## config.mk

```make
export PLATFORM = sky130hd
export DESIGN_NAME = spi_rx_mode
export DESIGN_NICKNAME = d
export VERILOG_FILES = /design/src/rtl/spi_rx_pkg.sv /design/src/rtl/spi_rx_fifo.sv /design/src/rtl/spi_rx_mode.sv
export SDC_FILE = /design/constraint.sdc
export NUM_CORES = 1
export LEC_CHECK = 0
export ABC_AREA = 0
export CAP_MARGIN = 0
export CORE_ASPECT_RATIO = 0.9
export CORE_MARGIN = 10
export CORE_UTILIZATION = 30
export CTS_BUF_LIST = sky130_fd_sc_hd__clkbuf_2
export CTS_CLUSTER_SIZE = 20
export DETAILED_ROUTE_END_ITERATION = 8
export PLACE_DENSITY = 0.5
export SLEW_MARGIN = 20
export SYNTH_ARGS = -nofsm -noshare
export SYNTH_HDL_FRONTEND = slang
export SYNTH_SLANG_ARGS = --single-unit
```

## constraint.sdc

```tcl
create_clock -name clk_in -period 3.3 [get_ports clk_in]
set_clock_uncertainty 0.2 [all_clocks]
set_input_delay 0.66 -clock clk_in [delete_from_list [all_inputs] [get_ports clk_in]]
set_output_delay 0.66 -clock clk_in [all_outputs]
set_load 0.05 [all_outputs]
```

## src/rtl/spi_rx_pkg.sv

```systemverilog
// Shared types and helpers for the oversampled SPI slave receiver.
package spi_rx_pkg;
  typedef enum logic {IDLE = 1'b0, SHIFT = 1'b1} state_t;
  typedef logic [1:0] spi_mode_t;

  // Modes 0 and 3 capture MOSI on the rising SCLK edge, modes 1 and 2 on the falling one.
  function automatic logic sample_on_rise(input spi_mode_t mode);
    return (mode == 2'd0) || (mode == 2'd3);
  endfunction
endpackage

```

## src/rtl/spi_rx_fifo.sv

```systemverilog
// Synchronous first-word-fall-through FIFO; head word is visible while not empty.
module spi_rx_fifo #(
  parameter int WIDTH = 8,
  parameter int DEPTH = 4
) (
  input  logic                       clk_in,
  input  logic                       rst_in,
  input  logic                       push_in,
  input  logic [WIDTH-1:0]           push_data_in,
  input  logic                       pop_in,
  output logic [WIDTH-1:0]           data_out,
  output logic                       full_out,
  output logic                       empty_out,
  output logic [$clog2(DEPTH):0]     count_out
);
  localparam int AW = $clog2(DEPTH);

  logic [DEPTH-1:0][WIDTH-1:0] mem_q, mem_d;
  logic [AW:0]                 wr_q, wr_d, rd_q, rd_d;
  logic                        pop_ok, push_ok;

  assign empty_out = (wr_q == rd_q);
  assign full_out  = (wr_q[AW] != rd_q[AW]) && (wr_q[AW-1:0] == rd_q[AW-1:0]);
  assign count_out = wr_q - rd_q;
  assign data_out  = empty_out ? '0 : mem_q[rd_q[AW-1:0]];

  // A pop frees the slot first, so a push into a full FIFO with a pop is accepted.
  assign pop_ok  = pop_in && !empty_out;
  assign push_ok = push_in && (!full_out || pop_ok);

  always_comb begin
    mem_d = mem_q;
    wr_d  = wr_q;
    rd_d  = rd_q;
    if (push_ok) begin
      mem_d[wr_q[AW-1:0]] = push_data_in;
      wr_d = wr_q + (AW+1)'(1);
    end
    if (pop_ok) rd_d = rd_q + (AW+1)'(1);
  end

  always_ff @(posedge clk_in) begin
    if (rst_in) begin
      wr_q <= '0;
      rd_q <= '0;
    end else begin
      wr_q <= wr_d;
      rd_q <= rd_d;
    end
  end

  always_ff @(posedge clk_in) mem_q <= mem_d;
endmodule

```

## src/rtl/spi_rx_mode.sv

```systemverilog
// SPI slave receiver (all four modes, MSB/LSB first) feeding a FWFT word FIFO.
// Optional SPI_RX_STATUS_EN adds saturating overflow/abort event counters.
module spi_rx_mode
  import spi_rx_pkg::*;
#(
  parameter int DATA_WIDTH = 8,
  parameter int FIFO_DEPTH = 4,
  parameter int LSB_FIRST  = 0
) (
  input  logic                          clk_in,
  input  logic                          rst_in,
  input  logic                          sclk_in,
  input  logic                          sel_in,
  input  logic                          data_in,
  input  logic [1:0]                    mode_in,
  output logic [DATA_WIDTH-1:0]         data_out,
  output logic                          valid_out,
  input  logic                          ready_in,
  output logic [$clog2(FIFO_DEPTH):0]   count_out,
  output logic                          overflow_out,
`ifdef SPI_RX_STATUS_EN
  input  logic                          clear_stats_in,
  output logic [15:0]                   overflow_cnt_out,
  output logic [15:0]                   abort_cnt_out,
`endif
  output logic                          abort_out
);
  localparam int CW = (DATA_WIDTH > 2) ? $clog2(DATA_WIDTH) : 1;
  localparam logic [CW-1:0] LAST_BIT = CW'(DATA_WIDTH - 1);

  logic [1:0]            sclk_sync_q, sclk_sync_d, sel_sync_q, sel_sync_d, mosi_sync_q, mosi_sync_d;
  logic                  sclk_prev_q, sclk_prev_d, sel_prev_q, sel_prev_d;
  logic [1:0]            live_q, live_d;
  logic                  armed_q, armed_d;
  state_t                state_q, state_d;
  spi_mode_t             mode_q, mode_d;
  logic [DATA_WIDTH-1:0] shift_q, shift_d;
  logic [CW-1:0]         bit_cnt_q, bit_cnt_d;
  logic                  abort_q, abort_d, overflow_q, overflow_d;
  logic                  sclk_rise, sclk_fall, sel_fall, sel_rise, sample_edge;
  logic                  push, pop, fifo_full, fifo_empty;

  assign sclk_rise   = ~sclk_prev_q & sclk_sync_q[1];
  assign sclk_fall   = sclk_prev_q & ~sclk_sync_q[1];
  assign sel_rise    = ~sel_prev_q & sel_sync_q[1];
  // Falls only count once a real high level of sel has been observed after reset.
  assign sel_fall    = armed_q & sel_prev_q & ~sel_sync_q[1];
  assign sample_edge = sample_on_rise(mode_q) ? sclk_rise : sclk_fall;

  always_comb begin
    sclk_sync_d = {sclk_sync_q[0], sclk_in};
    sel_sync_d  = {sel_sync_q[0], sel_in};
    mosi_sync_d = {mosi_sync_q[0], data_in};
    sclk_prev_d = sclk_sync_q[1];
    sel_prev_d  = sel_sync_q[1];
    // live_q[1] marks that the synchronizer output now reflects the pin, not the reset value.
    live_d      = {live_q[0], 1'b1};
    armed_d     = armed_q | (live_q[1] & sel_sync_q[1]);
    state_d     = state_q;
    mode_d      = mode_q;
    shift_d     = shift_q;
    bit_cnt_d   = bit_cnt_q;
    abort_d     = 1'b0;
    push        = 1'b0;
    case (state_q)
      IDLE: begin
        if (sel_fall) begin
          state_d   = SHIFT;
          mode_d    = mode_in;
          shift_d   = '0;
          bit_cnt_d = '0;
        end
      end
      SHIFT: begin
        if (sel_rise) begin
          state_d   = IDLE;
          abort_d   = (bit_cnt_q != '0);
          bit_cnt_d = '0;
        end else if (sample_edge) begin
          if (LSB_FIRST != 0) shift_d = {mosi_sync_q[1], shift_q[DATA_WIDTH-1:1]};
          else                shift_d = {shift_q[DATA_WIDTH-2:0], mosi_sync_q[1]};
          if (bit_cnt_q == LAST_BIT) begin
            push      = 1'b1;
            bit_cnt_d = '0;
          end else begin
            bit_cnt_d = bit_cnt_q + CW'(1);
          end
        end
      end
      default: state_d = IDLE;
    endcase
    overflow_d = push & fifo_full & ~pop;
  end

  always_ff @(posedge clk_in) begin
    if (rst_in) begin
      sclk_sync_q <= '0;
      sel_sync_q  <= '1;
      mosi_sync_q <= '0;
      sclk_prev_q <= 1'b0;
      sel_prev_q  <= 1'b1;
      live_q      <= '0;
      armed_q     <= 1'b0;
      state_q     <= IDLE;
      mode_q      <= '0;
      shift_q     <= '0;
      bit_cnt_q   <= '0;
      abort_q     <= 1'b0;
      overflow_q  <= 1'b0;
    end else begin
      sclk_sync_q <= sclk_sync_d;
      sel_sync_q  <= sel_sync_d;
      mosi_sync_q <= mosi_sync_d;
      sclk_prev_q <= sclk_prev_d;
      sel_prev_q  <= sel_prev_d;
      live_q      <= live_d;
      armed_q     <= armed_d;
      state_q     <= state_d;
      mode_q      <= mode_d;
      shift_q     <= shift_d;
      bit_cnt_q   <= bit_cnt_d;
      abort_q     <= abort_d;
      overflow_q  <= overflow_d;
    end
  end

  assign pop          = ~fifo_empty & ready_in;
  assign valid_out    = ~fifo_empty;
  assign overflow_out = overflow_q;
  assign abort_out    = abort_q;

  spi_rx_fifo #(.WIDTH(DATA_WIDTH), .DEPTH(FIFO_DEPTH)) u_fifo (
    .clk_in       (clk_in),
    .rst_in       (rst_in),
    .push_in      (push),
    .push_data_in (shift_d),
    .pop_in       (pop),
    .data_out     (data_out),
    .full_out     (fifo_full),
    .empty_out    (fifo_empty),
    .count_out    (count_out)
  );

`ifdef SPI_RX_STATUS_EN
  logic [15:0] ovf_cnt_q, ovf_cnt_d, abt_cnt_q, abt_cnt_d;

  always_comb begin
    ovf_cnt_d = ovf_cnt_q;
    abt_cnt_d = abt_cnt_q;
    if (clear_stats_in) begin
      ovf_cnt_d = '0;
      abt_cnt_d = '0;
    end else begin
      if (overflow_q && (ovf_cnt_q != 16'hFFFF)) ovf_cnt_d = ovf_cnt_q + 16'd1;
      if (abort_q && (abt_cnt_q != 16'hFFFF))    abt_cnt_d = abt_cnt_q + 16'd1;
    end
  end

  always_ff @(posedge clk_in) begin
    if (rst_in) begin
      ovf_cnt_q <= '0;
      abt_cnt_q <= '0;
    end else begin
      ovf_cnt_q <= ovf_cnt_d;
      abt_cnt_q <= abt_cnt_d;
    end
  end

  assign overflow_cnt_out = ovf_cnt_q;
  assign abort_cnt_out    = abt_cnt_q;
`endif
endmodule

```

==> results of run 1 <==
[final cells by class]
cell class | instances | area, um2
clock buffer | 9 | 45.0
clock inverter | 7 | 46.3
fill | 923 | 5900
inverter | 17 | 63.8
multi-input combinational | 135 | 1120
sequential | 65 | 1620
tap | 122 | 153
timing repair buffer | 26 | 220
[registers in the layout (all words and copies together), names as in the netlist, 3 cells and up]
register      flops
bit_cnt_q         3
shift_q           8
u_fifo.wr_q       3
u_fifo.rd_q       3
u_fifo.mem_q     32
[stage by stage]
| stage | setup slack [ns] | std cells | hold WS [ns] | instance area (um2) | utilization |
|---|---|---|---|---|---|
| global placement | 0.680 | 365 | 0.194 | 3170 | 0.346 |
| global route | 0.107 | 381 | 0.258 | 3270 | 0.357 |
| finish | 0.277 | 381 | 0.234 | 3270 | 0.357 |
| floorplan | 0.451 | 225 | 0.189 | 2840 | - |
| detailed placement | 0.632 | 365 | 0.200 | 3170 | 0.346 |
| CTS | 0.0520 | 381 | 0.240 | 3270 | 0.356 |
[layout by cell type (no fill, tap or decap), types with 6 or more instances in the layout]
master | netlist | routed
clkbuf_2 | 0 | 9
nor2_1 | 18 | 17
nand2_1 | 19 | 19
mux4_2 | 8 | 8
edfxtp_1 | 32 | 32
inv_1 | 17 | 17
dfxtp_1 | 33 | 33
mux2_2 | 6 | 6
ha_1 | 10 | 10
nor2b_1 | 18 | 18
buf_4 | 0 | 16
mux2i_1 | 10 | 10
clkdlybuf4s50_1 | 0 | 10
[final timing paths]
| check | startpoint | end | slack (ns) | cells past startpoint |
|---|---|---|---|---|
| setup / recovery | u_fifo.wr_q[0] | count_out[0] | 0.28 | 4 |
| hold reg to reg | sel_sync_q[0] | sel_sync_q[1] | 0.23 | 1 |
| hold / removal | sel_sync_q[0] | sel_sync_q[1] | 0.23 | 1 |
| setup reg to reg | mode_q[0] | u_fifo.mem_q[31] | 0.96 | 4 |
[synth_stat cells, types with 2 or more instances]
master     n  area [um2]
xnor2_1    2        17.5
and3_1     2        12.5
dfxtp_1   33         661
mux2i_1   10         100
ha_1      10         125
o41ai_1    2        17.5
and2_1     3        18.8
mux2_2     6        67.6
mux4_2     8         180
nor2b_1   18         113
xor2_1     3        26.3
edfxtp_1  32         961
o211ai_1   2        15.0
nor3_1     3        15.0
nor2_1    18        67.6
a21oi_1    4        20.0
inv_1     17        63.8
nand2b_1   3        18.8
o21ai_0    2        10.0
mux2_4     2        30.0
nand2_1   19        71.3
a22o_1     2        17.5
clkbuf_1   6        22.5
or2_2      3        18.8
[kinds of logic (layout without fill, tap and decap cells)]
logic type               count (synthesis)  in the layout  synth area share
AND/OR/NAND/NOR                         75             75             0.142
adder cells (fa/ha/maj)                 11             11            0.0511
XOR/XNOR                                 6              6            0.0211
multiplexers                            27             27             0.138
flip-flops                              65             65             0.571
buffers and inverters                   25             59            0.0361
AO/OA/AOI/OAI                           16             16            0.0410
[power groups by stage]
stage	sequential [uW]	combinational (uW)	clock, uW
finish	849	31.9	395
global route	850	35.7	450
CTS	849	32.6	416
detailed placement	866	32.4	0
global placement	866	32.4	0
floorplan	865	18.4	0
[layer usage]
layer / global-route usage / wire length, um / vias to the layer above
met1: 0.0958 / 2460 / 784
met5: 0 / 0 / -
li1: - / - / 844
met4: 0.0306 / 68 / 0
met3: 0.0326 / 261 / 10
met2: 0.119 / 2340 / 27
==> results.json, run 1 <==
{
  "tns_ns": 0,
  "initial_core_util": 0.310,
  "diodes": 0,
  "arrival_ns": 2.16,
  "peakVddDrop_mv": 0.240,
  "grt_pass1_vias": 1680,
  "start_kind": "flip-flop",
  "cap_violations": 0,
  "port_buffers": 21,
  "power_frac_comb": 0.025,
  "cts.repair.resized": 0,
  "cts_tree": "yes",
  "final_max_slew_viol_count": 0,
  "synth.distinct_cells": 39,
  "status": "completed",
  "hold_path_class": "flip-flop to flip-flop",
  "crit_path_frequent_cell": "inv_1",
  "overflow": 0,
  "clkSlewWorstSetupHoldPaths_ns": 0.18,
  "clk_path_buf_depth": 2,
  "first_pass_iters": 4,
  "synth-seq-area-share": 0.571,
  "grt_pass1_wl_mm": 8.41,
  "drive_above_1_share": 0.220,
  "clockRootBuffer": "clkbuf_2",
  "powerDensity_nw_per_um2": 390,
  "cellInternalPower_uw": 958,
  "syn_area_um2": 2840,
  "fin_crit_sh": 0.916,
  "synth_ff_type": "dfxtp_1",
  "cts-buffers-inserted": 9,
  "gp_congestion": 0.691,
  "routedWlPerCell_um": 13.5,
  "relSlewSlack": 0.558,
  "dieArea_um2": 13800,
  "rsz0062_at_grt": "no",
  "crit_chain": "inv_1 -> ha_1 -> inv_1 -> clkdlybuf4s50_1",
  "ctsHtreeMaxLevel": 3,
  "cpPeakStageDelay_ns": 0.80,
  "final.min_clock_period_ns": 3.02,
  "syn_inst": 225,
  "grt_usage": 0.0781,
  "area_growth_pct": 15.1,
  "cp.required_ns": 2.44,
  "ys_seq_elements": 65,
  "num_rows": 33,
  "p_sw_frac": 0.249,
  "clk_latency_ns": 0.49,
  "worstMarginPinSlew_ns": 0.650,
  "end_kind": "output port",
  "crit_type": "flip-flop to output port",
  "vias": 1665,
  "grt_max_degree": 28,
  "num-nets-final": 273,
  "leakagePower_uw": 0.00117,
  "cpMaxStageDelayCell": "clkdlybuf4s50_1",
  "critical-path-top-delay-family": "buffers and inverters",
  "critPathBufInv": 3,
  "core_um2": 9170,
  "p_seq_frac": 0.666,
  "drt-total-wl_mm": 5.13,
  "achievable-frequency_ghz": 0.331,
  "route.detailed.drc": 0,
  "synthesis.nets": 244,
  "hold_buffers": 0,
  "antenna_found_initial": 0,
  "setup_viol": 0,
  "ys.warnings.count": 0,
  "ant_nets": 0,
  "hold_viol": 0,
  "clkPwrFrac": 0.309,
  "cp_max_fo": 4,
  "die_x_um": 123,
  "finalPower_uw": 1280,
  "die_y_um": 112,
  "cts_num_sinks": 65,
  "synth_edf_count": 32,
  "dp.final_hpwl_mm": 3.57,
  "io_pins": 22,
  "async_flop_share": 0,
  "power.switching_uw": 317,
  "first_iter_violations": 66,
  "cts_setup_buffers": 0,
  "postSynthAreaPerCell_um2": 12.6,
  "drt-vias-per-instance": 4.37
}
(Power assumes the default switching activity.)
==> run 2, diff against run 1 <==
--- a/config.mk
+++ b/config.mk
@@ -7,14 +7,17 @@
 export LEC_CHECK = 0
 export ABC_AREA = 0
 export CAP_MARGIN = 0
+export CELL_PAD_IN_SITES_DETAIL_PLACEMENT = 0
+export CELL_PAD_IN_SITES_GLOBAL_PLACEMENT = 2
 export CORE_ASPECT_RATIO = 0.9
 export CORE_MARGIN = 10
 export CORE_UTILIZATION = 30
 export CTS_BUF_LIST = sky130_fd_sc_hd__clkbuf_2
 export CTS_CLUSTER_SIZE = 20
 export DETAILED_ROUTE_END_ITERATION = 8
-export PLACE_DENSITY = 0.5
+export PLACE_DENSITY = 0.65
 export SLEW_MARGIN = 20
 export SYNTH_ARGS = -nofsm -noshare
 export SYNTH_HDL_FRONTEND = slang
+export SYNTH_HIERARCHICAL = 1
 export SYNTH_SLANG_ARGS = --single-unit
==> run 2 against run 1 <==
- global-route usage rose by 0.51 points
- largest cell class unchanged
- die area is 1.2% higher
- hold slack better by 0.0087 ns
- via count rose by 2.5%
- final area is 5.6% higher
- highest routed layer unchanged
==> results.json, run 2 <==
{
  "status": "completed",
  "port_buffers": 21,
  "synthesis.nets": 246,
  "r2r-start": "u_fifo/wr_q[0]",
  "final_common_cell": "dfxtp_1",
  "r2r_end": "u_fifo/mem_q[15]",
  "first_iter_violations": 65,
  "synth_commonest_cells": "dfxtp_1, edfxtp_1, nand2_1",
  "grt_usage": 0.0832,
  "clk_latency_ns": 0.48,
  "yosys.area.top_type": "edfxtp_1",
  "power_frac_comb": 0.108,
  "cts_num_sinks": 65,
  "grt_pass1_vias": 1757,
  "use_met3": 0.0417,
  "top_register": "u_fifo/mem_q",
  "num-nets-final": 275,
  "route.detailed.drc": 0,
  "ctsHtreeMaxLevel": 3,
  "antenna_found_initial": 0,
  "final_max_slew_viol_count": 0,
  "gp_congestion": 0.709,
  "clkPwrFrac": 0.326,
  "hp-start": "sel_sync_q[0]",
  "layout_common_cells": "dfxtp_1, edfxtp_1, nand2_1, inv_1, nor2_1",
  "synth.distinct_cells": 45,
  "first_pass_iters": 4,
  "diodes": 0,
  "largest_reg_flops": 32,
  "finalPower_uw": 1510,
  "cts_setup_buffers": 0,
  "fillCellCount": 924,
  "reg2reg_depth": 8,
  "synth_edf_count": 32,
  "top_regs": "u_fifo/mem_q x32, shift_q x8",
  "io_pins": 22,
  "cts.repair.resized": 0,
  "dieArea_um2": 13900,
  "min_to": "sel_sync_q[1]",
  "syn_area_um2": 2880,
  "crit_type": "flip-flop to output port",
  "utilization": 0.373,
  "arrival_ns": 2.19,
  "cp.required_ns": 2.44,
  "hold_path_class": "flip-flop to flip-flop",
  "hold_buffers": 0,
  "power.switching_uw": 409,
  "syn_inst": 227,
  "start_kind": "flip-flop",
  "synth_ff_type": "dfxtp_1",
  "clk_path_buf_depth": 2,
  "cts-buffers-inserted": 9,
  "clkSlewWorstSetupHoldPaths_ns": 0.20,
  "cap_violations": 0,
  "setup_viol": 0,
  "ys_seq_elements": 65,
  "synth-seq-area-share": 0.563,
  "drive_above_1_share": 0.241,
  "tns_ns": 0,
  "peakVddDrop_mv": 0.200,
  "achievable-frequency_ghz": 0.328,
  "routedWlPerCell_um": 14.1,
  "powerDensity_nw_per_um2": 438,
  "core_um2": 9250,
  "rsz0062_at_grt": "no",
  "min_path_cells": 1,
  "globalRoute.busiestLayer": "met2",
  "die_x_um": 123,
  "synth.area.top_cells": "edfxtp_1, dfxtp_1, mux4_2, ha_1, mux2i_1",
  "overflow": 0,
  "leakagePower_uw": 0.00127,
  "dp.final_hpwl_mm": 3.91,
  "die_y_um": 113,
  "p_sw_frac": 0.271,
  "final.min_clock_period_ns": 3.05,
  "synth.most_common_cell": "dfxtp_1",
  "dp.cells": 367,
  "fin_crit_sh": 0.925,
  "ys.warnings.count": 6,
  "ff2ff_setup_slack_ns": 0.39,
  "area_growth_pct": 19.8,
  "ant_nets": 0,
  "cellInternalPower_uw": 1100,
  "async_flop_share": 0,
  "met1_usage": 0.109,
  "hold_viol": 0,
  "drt-total-wl_mm": 5.39,
  "met2_usage": 0.117,
  "synth_top_area_frac": 0.333,
  "postSynthAreaPerCell_um2": 12.7,
  "cts_tree": "yes",
  "end_kind": "output port",
  "num_rows": 33,
  "grt_pass1_wl_mm": 9.05,
  "cp_max_fo": 4,
  "clockRootBuffer": "clkbuf_2",
  "layout.cells.non_filler": 383,
  "grt_max_degree": 16,
  "drt-vias-per-instance": 4.46,
  "vias": 1707,
  "worstMarginPinSlew_ns": 0.516,
  "p_seq_frac": 0.565,
  "relSlewSlack": 0.651,
  "initial_core_util": 0.312
}
## run 2: changes by cell type after synthesis, moves of 2 or more
| cell | previous run | this run |
|---|---|---|
| and2_1 | 3 | 10 |
| nor2b_1 | 18 | 12 |
| a32o_1 | 0 | 3 |
| and2_2 | 0 | 3 |
| a22o_1 | 2 | 0 |
| nor3_1 | 3 | 1 |
| xor2_1 | 3 | 1 |
## run 2: per-stage QoR
stage,worst slack (ns),hold WS (ns),area (um2)
6_report,0.248,0.243,3450
3_5_place_dp,0.355,0.199,3330
4_1_cts,0.172,0.233,3450
5_1_grt,0.0417,0.249,3450
3_3_place_gp,0.509,0.203,3330
2_1_floorplan,0.576,0.189,2880
## run 2: kinds of logic (layout without fill, tap and decap cells)
logic type	count (synthesis)	count (layout)	synth area share
and+or+nand+nor	75	75	0.141
DFF	65	65	0.563
muxes	27	27	0.138
buffers and inverters	25	59	0.0356
AOI/OAI and AO/OA	20	20	0.0582
adders and majority gates	11	11	0.0504
xor gates and xnor gates	4	4	0.0148
## run 2: power groups by stage
| stage | clock (uW) | sequential, uW | combinational, uW |
|---|---|---|---|
| 3_3_place_gp | 0 | 871 | 166 |
| 6_report | 493 | 854 | 164 |
| 2_1_floorplan | 0 | 870 | 90.1 |
| 3_5_place_dp | 0 | 871 | 166 |
| 4_1_cts | 518 | 854 | 167 |
| 5_1_grt | 561 | 856 | 174 |
## run 2: cell type report
cell class	instances	area (um2)	area share
inverters	17	63.8	0.0185
repair buffers	26	333	0.0964
clock inverters	7	77.6	0.0225
well taps	122	153	0.0442
clock buffers	9	45.0	0.0131
multi-input cells	137	1160	0.335
flip-flops and latches	65	1620	0.470
## run 2: how the worst max path moves through the flow
| stage | to | depth (start not counted) | slack, ns | start |
|---|---|---|---|---|
| after CTS | count_out[0] | 4 | 0.17 | u_fifo/wr_q[0] |
| after detailed placement | u_fifo/mem_q[13] | 8 | 0.35 | u_fifo/wr_q[0] |
| final | count_out[0] | 4 | 0.25 | u_fifo/wr_q[0] |
| after global placement | u_fifo/mem_q[13] | 8 | 0.51 | u_fifo/wr_q[0] |
| after floorplan | count_out[2] | 4 | 0.58 | u_fifo/wr_q[0] |
| after global routing | valid_out | 7 | 0.04 | u_fifo/wr_q[0] |
## run 2: worst max-delay path, stage by stage, from the launching register on
cell and delay, ns:
dfxtp_1 0.42, inv_1 0.12, ha_1 0.33, inv_1 0.06
clkdlybuf4s50_1 0.80
## run 2: layer usage
layer | up-vias | share of wire | wire length [um]
li1 | 857 | - | -
met1 | 813 | 0.52 | 2780
met2 | 33 | 0.43 | 2290
met3 | 4 | 0.052 | 280
met4 | 0 | 0.0058 | 31
met5 | - | 0 | 0
==> run 3, diff against run 2 <==
--- a/config.mk
+++ b/config.mk
@@ -11,11 +11,11 @@
 export CELL_PAD_IN_SITES_GLOBAL_PLACEMENT = 2
 export CORE_ASPECT_RATIO = 0.9
 export CORE_MARGIN = 10
-export CORE_UTILIZATION = 30
+export CORE_UTILIZATION = 42
 export CTS_BUF_LIST = sky130_fd_sc_hd__clkbuf_2
 export CTS_CLUSTER_SIZE = 20
 export DETAILED_ROUTE_END_ITERATION = 8
-export PLACE_DENSITY = 0.65
+export PLACE_DENSITY = 0.85
 export SLEW_MARGIN = 20
 export SYNTH_ARGS = -nofsm -noshare
 export SYNTH_HDL_FRONTEND = slang
==> run 3 against run 2 <==
- routed wire length fell by 13%
- non-clock buffer count unchanged
- register-to-register slack better by 0.15 ns
- final cell count shrank 8.4%
- clock power shrank 27%
- critical path type unchanged
- critical endpoint unchanged
- largest power group unchanged
- highest routed layer unchanged
==> results.json, run 3 (same netlist as run 2, synthesis figures left out) <==
{
  "status": "completed",
  "io_pins": 22,
  "gp_congestion": 0.727,
  "cts_num_sinks": 65,
  "rsz0062_at_grt": "no",
  "grt_pass1_vias": 1602,
  "r2r-start": "u_fifo/wr_q[0]",
  "first_iter_violations": 71,
  "initial_core_util": 0.435,
  "setup_viol": 0,
  "leakagePower_uw": 0.00126,
  "dp.final_hpwl_mm": 3.63,
  "final_max_slew_viol_count": 0,
  "cpMaxStageDelayCell": "clkdlybuf4s50_1",
  "design_area_um2": 3370,
  "hold_viol": 0,
  "cts_setup_buffers": 0,
  "hold_buffers": 0,
  "drt-vias-per-instance": 4.81,
  "clk_path_buf_depth": 2,
  "grt_max_degree": 16,
  "cp.required_ns": 2.44,
  "cts_tree": "yes",
  "final.min_clock_period_ns": 3.02,
  "crit_path_frequent_cell": "inv_1",
  "vias": 1689,
  "drive_above_1_share": 0.234,
  "post-place-ws_ns": 0.547,
  "power_frac_comb": 0.117,
  "clkPwrFrac": 0.261,
  "routedWlPerCell_um": 13.4,
  "grt_usage": 0.0952,
  "clockRootBuffer": "clkbuf_2",
  "worstMarginPinSlew_ns": 0.583,
  "startpoint": "u_fifo/wr_q[0]",
  "area_growth_pct": 17.1,
  "core_um2": 6620,
  "overflow": 0,
  "drt-total-wl_mm": 4.70,
  "largest_reg_flops": 32,
  "p_sw_frac": 0.259,
  "powerDensity_nw_per_um2": 407,
  "grt_pass1_wl_mm": 8.02,
  "top_regs": "u_fifo/mem_q x32, shift_q x8",
  "clk_latency_ns": 0.45,
  "cp_max_fo": 4,
  "fin_ws_ns": 0.276,
  "achievable-frequency_ghz": 0.331,
  "hold_path_class": "flip-flop to flip-flop",
  "dieArea_um2": 10600,
  "layout_common_cells": "dfxtp_1, edfxtp_1, nand2_1, inv_1, nor2_1",
  "diodes": 0,
  "finalPower_uw": 1370,
  "fin_crit_sh": 0.916,
  "crit_chain": "inv_1 -> ha_1 -> inv_1 -> clkdlybuf4s50_1",
  "cts-buffers-inserted": 9,
  "relSlewSlack": 0.606,
  "final_common_cell": "dfxtp_1",
  "num-nets-final": 275,
  "cts.repair.resized": 0,
  "die_x_um": 107,
  "top_register": "u_fifo/mem_q",
  "peakVddDrop_mv": 0.253,
  "first_pass_iters": 4,
  "cellInternalPower_uw": 1020,
  "cpPeakStageDelay_ns": 0.79,
  "ant_nets": 0,
  "route.detailed.drc": 0,
  "die_y_um": 98.6,
  "arrival_ns": 2.16,
  "cap_violations": 0,
  "end_kind": "output port",
  "ctsHtreeMaxLevel": 3,
  "port_buffers": 21,
  "num_rows": 28,
  "antenna_found_initial": 0,
  "start_kind": "flip-flop",
  "power.switching_uw": 356,
  "crit_type": "flip-flop to output port",
  "p_seq_frac": 0.622,
  "placed_area_um2": 3290,
  "clkSlewWorstSetupHoldPaths_ns": 0.16,
  "hp-start": "sel_sync_q[0]",
  "tns_ns": 0
}
==> run 3: cell types whose count changed in the layout (fill, tap and decap cells not counted), sizes merged <==
cell,delta
clkinv,+3
clkinvlp,-1
inv,-2
bufinv,-1
clkbuf,+1
==> run 3: area by class of cell <==
cell class / instances / area, um2
clock buffer: 10 / 50.0
fill: 594 / 3250
multi-input combinational: 137 / 1160
tap: 90 / 113
sequential: 65 / 1620
inverter: 17 / 63.8
timing repair buffer: 26 / 333
clock inverter: 6 / 35.0
==> run 3: metal layers <==
metal  global-route usage  routed length [um]  up-vias
met5                    0                   0        -
met4               0.0281                  55        0
met1                0.125                2280      778
met2                0.136                2040       40
li1                     -                   -      865
met3               0.0443                 328        6
==> run 3: through the flow <==
step,hold slack (ns),std cells,util
floorplan,0.189,227,-
global placement,0.196,335,0.497
detailed placement,0.196,335,0.497
CTS,0.235,351,0.509
global route,0.266,351,0.509
finish,0.232,351,0.509
==> run 3: critical path: cells and delay by family, from the launching register on <==
kind	cells	cell delay, ns
flops	1	0.42
fa+ha+maj	1	0.33
buf+inv	3	0.96
==> run 3: worst paths after layout <==
kind	endpoint	slack [ns]	cells past startpoint
hold / removal	sel_sync_q[1]	0.23	1
setup / recovery	count_out[0]	0.28	4
setup reg to reg	u_fifo/mem_q[6]	0.54	8
hold reg to reg	sel_sync_q[1]	0.23	1
==> run 3: power by group through the flow <==
stage	combinational, uW	clock [uW]	sequential (uW)
3_3_place_gp	162	0	871
3_5_place_dp	163	0	871
6_report	160	358	853
4_1_cts	163	377	853
2_1_floorplan	90.1	0	870
5_1_grt	171	420	855
